File: config.mk
export PLATFORM = sky130hd
export DESIGN_NAME = flop_readback
export DESIGN_NICKNAME = d
export VERILOG_FILES = /design/src/rtl/flop_readback.sv
export SDC_FILE = /design/constraint.sdc
export NUM_CORES = 1
export LEC_CHECK = 0
export BUFFER_PORTS_ARGS = -buffer_cell sky130_fd_sc_hd__buf_2
export CORE_MARGIN = 2
export CORE_UTILIZATION = 50
export DETAILED_ROUTE_END_ITERATION = 12
export HOLD_SLACK_MARGIN = 0.02
export PLACE_DENSITY = 0.75
export REMOVE_ABC_BUFFERS = 1
export SLEW_MARGIN = 40
export SYNTH_ARGS = -nofsm -noshare
export SYNTH_HDL_FRONTEND = slang
export SYNTH_SLANG_ARGS = --single-unit
File: constraint.sdc
create_clock -name clk -period 2.3 [get_ports clk]
set_input_delay 0.69 -clock clk [delete_from_list [all_inputs] [get_ports clk]]
set_output_delay 0.69 -clock clk [all_outputs]
set_load 0.05 [all_outputs]
File: src/rtl/flop_readback.sv
// flop_readback: snapshots NFLOPS fabric flop outputs and streams them LSB word first over valid/ready.
// Define FLOP_READBACK_CRC_EN to append a CRC-8 (poly 0x07) word after the data words.
module flop_readback #(
  parameter int NFLOPS = 64,
  parameter int WORD   = 8
) (
  input  logic              clk,
  input  logic              nreset,
  input  logic              start,
  input  logic [NFLOPS-1:0] flop_q,
  output logic              busy,
  output logic              out_valid,
  input  logic              out_ready,
  output logic [WORD-1:0]   out_data,
  output logic              out_last,
  output logic              done
);

  localparam int NWORDS = NFLOPS / WORD;
  localparam int CNTW   = (NWORDS > 1) ? $clog2(NWORDS) : 1;
  localparam logic [CNTW-1:0] LAST_IDX = CNTW'(NWORDS - 1);

  typedef enum logic [2:0] {
    IDLE,
    CAPTURE,
    SHIFT,
`ifdef FLOP_READBACK_CRC_EN
    CRC,
`endif
    DONE
  } state_t;

  state_t            state_q, state_d;
  logic [CNTW-1:0]   cnt_q, cnt_d;
  logic [NFLOPS-1:0] shadow_q, shadow_d;
  logic [WORD-1:0]   cur_word;

  assign cur_word = shadow_q[WORD*int'(cnt_q) +: WORD];

`ifdef FLOP_READBACK_CRC_EN
  logic [7:0] crc_q, crc_d;

  // Bit-serial CRC-8 over one word, MSB first.
  function automatic logic [7:0] crc8_word(input logic [7:0] crc_in, input logic [WORD-1:0] dat);
    logic [7:0] c;
    c = crc_in;
    for (int i = WORD - 1; i >= 0; i--) begin
      c = {c[6:0], 1'b0} ^ ((c[7] ^ dat[i]) ? 8'h07 : 8'h00);
    end
    return c;
  endfunction
`endif

  always_ff @(posedge clk or negedge nreset) begin
    if (!nreset) begin
      state_q  <= IDLE;
      cnt_q    <= '0;
      shadow_q <= '0;
`ifdef FLOP_READBACK_CRC_EN
      crc_q    <= '0;
`endif
    end else begin
      state_q  <= state_d;
      cnt_q    <= cnt_d;
      shadow_q <= shadow_d;
`ifdef FLOP_READBACK_CRC_EN
      crc_q    <= crc_d;
`endif
    end
  end

  always_comb begin
    state_d   = state_q;
    cnt_d     = cnt_q;
    shadow_d  = shadow_q;
`ifdef FLOP_READBACK_CRC_EN
    crc_d     = crc_q;
`endif
    busy      = (state_q != IDLE);
    out_valid = 1'b0;
    out_data  = '0;
    out_last  = 1'b0;
    done      = 1'b0;

    case (state_q)
      IDLE: begin
        if (start) state_d = CAPTURE;
      end
      CAPTURE: begin
        shadow_d = flop_q;
        cnt_d    = '0;
`ifdef FLOP_READBACK_CRC_EN
        crc_d    = '0;
`endif
        state_d  = SHIFT;
      end
      SHIFT: begin
        out_valid = 1'b1;
        out_data  = cur_word;
`ifdef FLOP_READBACK_CRC_EN
        out_last  = 1'b0;
`else
        out_last  = (cnt_q == LAST_IDX);
`endif
        if (out_ready) begin
`ifdef FLOP_READBACK_CRC_EN
          crc_d = crc8_word(crc_q, cur_word);
`endif
          // Counter stops at the last index; leaving SHIFT ends the data phase.
          if (cnt_q == LAST_IDX) begin
`ifdef FLOP_READBACK_CRC_EN
            state_d = CRC;
`else
            state_d = DONE;
`endif
          end else begin
            cnt_d = cnt_q + CNTW'(1);
          end
        end
      end
`ifdef FLOP_READBACK_CRC_EN
      CRC: begin
        out_valid = 1'b1;
        out_data  = WORD'(crc_q);
        out_last  = 1'b1;
        if (out_ready) state_d = DONE;
      end
`endif
      DONE: begin
        done    = 1'b1;
        state_d = IDLE;
      end
      default: state_d = IDLE;
    endcase
  end

endmodule

==> results.yml <==
worst_setup_path:
  cp.required_ns: 1.61
  arrival_ns: 1.79
  critPathTopFamily: "multiplexers"
  critPathCapture: "out_data[7]"
  worst_setup_path_start_kind: "flop"
  cp.depth: 5
  worstRegToRegCells: 8
  slowest_stage: "mux4_2"
  endpoint_kind: "output pin"
  crit_path_start: "cnt_q[1]$_DFFE_PN0P_"
  r2r_start: "cnt_q[1]$_DFFE_PN0P_"
  critPathMaxFanout: 6
  rrSetupSlack_ns: 0.30
  max_stage_delay_ns: 0.50
  critPathMostFrequentCell: "buf_6"
  timing.rr.end: "cnt_q[0]$_DFFE_PN0P_"
  path_class: "flop to output pin"
  path_buf_inv: 2
  cp_cell_sequence: "buf_6, mux4_2, mux2i_1, nor2_1, buf_6"
yosys:
  synthTopCellsByCount: "69 x dfrtp_1, 66 x mux2_2, 11 x mux2i_1"
  netlist_instances: 205
  synth-edff-count: 0
  syn_area_sq_um: 3260
  async_flop_share: 1.00
  synth.most_common_cell: "dfrtp_1"
  synth_top_area_frac: 0.529
  ys_seq_elements: 69
  yosysUniqueCellTypes: 21
  synth_ff_type: "dfrtp_1"
  avgSynthCellArea_sq_um: 15.9
  yosysTopAreaCell: "dfrtp_1"
  synth.yosys.warnings: 0
  yosysSeqAreaShare: 0.529
  ys_top_cells_by_area: "dfrtp_1 53%, mux2_2 23%, mux4_2 6.2%, mux4_1 5.6%, mux2i_1 3.4%"
power:
  p_leak_nw: 1.82
  ir_worst_vdd_v: 0.000834
  power.total_mw: 6.03
  p_per_area_nw_per_um2: 1470
place:
  dp_cells: 359
  place_congestion: 0.681
  dp_hpwl_microns: 4410
  io_buffers: 79
finish:
  drive_above_1_share: 0.647
  fin_cells: 377
  nNetsFinal: 373
  diodes: 0
  syn_to_final_growth_pct: 25.5
route:
  wire_per_inst_microns: 16.8
  postRouteAntennaNets: 0
  num_vias: 2030
  routed_wl_microns: 6350
  viasPerCell: 5.38
  drc: 0
  dr.pass1.iters: 4
  dr.first_iter.drc_count: 134
sta:
  hold_viol_final: 0
  max_freq_mhz: 403
  holdWs_ns: 0.337
  grt_setup_unrepaired: "yes"
  max_slew_margin: 0.640
  fin_crit_ns: 2.48
  setup-violations-final: 9
  slew_violations: 0
  worst_pin_slew_ns: 0.540
  fin_worst_skew_ns: 0.00756
  layout_setup_ws_ns: -0.184
  fin_crit_sh: 1.08
cts:
  clk_pin_slew_ns: 0.07
  cts_root_buf: "clkbuf_8"
  cts_sinks: 69
  cts_tree: "built"
  max-clock-path-buffers: 2
  ctsHoldBuffers: 0
  cts_buffers: 9
  worst_skew_pair.late_latency_ns: 0.33
  cts_htree_levels: 3
status:
  violations: "negative setup slack"
  status: "finished with violations"
global_route:
  grt_max_degree: 28
  antenna_found_initial: 0
  met3_usage: 0.0364
  grt_usage: 0.196
  grt_pass1_wl_microns: 10800
  busiest_layer: "met2"
  met2_usage: 0.319
  grt_overflow: 0
  met1_usage: 0.264
  grt_pass1_vias: 2229
run:
  max_cap_violations: 0
floorplan:
  pin_count: 80
  die_w_microns: 84.8
  start_util: 0.517
  dieArea_sq_um: 7190
  die_h_microns: 84.8
  rows: 29
  placeableCoreArea_sq_um: 6310
hold_path:
  holdCritPathClass: "input port to asynchronous set/reset pin"
## routing by layer
layer	part of all wire	vias up
met5	0	-
met4	0.014	0
met3	0.046	10
met2	0.48	49
met1	0.46	1038
li1	-	933
## per-stage QoR
stage               setup TNS, ns   util  worst slack, ns  area (sq um)
floorplan                  -24.09      -           -0.624          3180
global placement                0  0.601           0.0830          3800
detailed placement              0  0.601           0.0547          3800
CTS                         -2.00  0.652           -0.270          4110
global route                -2.08  0.648           -0.271          4090
finish                      -1.34  0.648           -0.184          4090
## repair_timing
item,4_1_cts,5_1_grt
cloned,1,0
endpoints found under the setup margin,9,9
setup buffers,2,2
pin swaps,2,5
resized for setup,30,6
## placed cells by master (no fill, tap or decap), drive strengths merged, types with 2 or more instances in the layout
| cell | n |
|---|---|
| buf | 93 |
| clkbuf | 12 |
| clkinv | 2 |
| dfrtp | 69 |
| ha | 8 |
| inv | 5 |
| mux2 | 66 |
| mux2i | 11 |
| mux4 | 16 |
| nand2 | 2 |
| nor2 | 8 |
## power breakdown
group | switching [mW] | internal (mW) | total [mW]
sequential | 0.345 | 1.84 | 2.19
clock | 0.408 | 0.518 | 0.926
combinational | 1.31 | 1.61 | 2.91
total | 2.06 | 3.97 | 6.03
## state kept, by name, indices dropped and copies added (netlist names)
name / flops
shadow_q: 64
cnt_q: 3
state_q: 2
## how the worst min path moves through the flow
stage | slack [ns] | cells after the start | end | from
final | 0.34 | 1 | shadow_q[15]$_DFFE_PN0N_ | nreset
after global routing | 0.36 | 1 | shadow_q[36]$_DFFE_PN0N_ | nreset
after CTS | 0.34 | 1 | shadow_q[4]$_DFFE_PN0N_ | nreset
after detailed placement | 0.49 | 1 | shadow_q[31]$_DFFE_PN0N_ | shadow_q[31]$_DFFE_PN0N_
after global placement | 0.49 | 1 | shadow_q[20]$_DFFE_PN0N_ | shadow_q[20]$_DFFE_PN0N_
after floorplan | 0.39 | 0 | cnt_q[0]$_DFFE_PN0P_ | nreset
## final cells by class
class                      instances  area (sq um)
timing repair buffer              93           631
inverter                           6          22.5
tap                               77          96.3
multi-input combinational        118          1440
fill                             510          2220
clock buffer                      12           145
clock inverter                     2          35.0
sequential                        69          1730
## cell families after synthesis
| kind of cell | synth area share |
|---|---|
| buffers and inverters | 0.0326 |
| AND/OR/NAND/NOR | 0.0200 |
| flip-flops | 0.529 |
| adder cells (fa/ha/maj) | 0.0307 |
| AO/OA/AOI/OAI | 0.00729 |
| multiplexers | 0.380 |
## worst reg2reg max path, cell delays in order (launching register included)
cell and delay, ns:
dfrtp_2 0.43, buf_12 0.14, buf_6 0.10, ha_4 0.12
ha_4 0.13, buf_4 0.10, and3b_1 0.18, a21oi_1 0.31
mux2_2 0.38
Note: power is estimated with default switching activity, not from simulation.
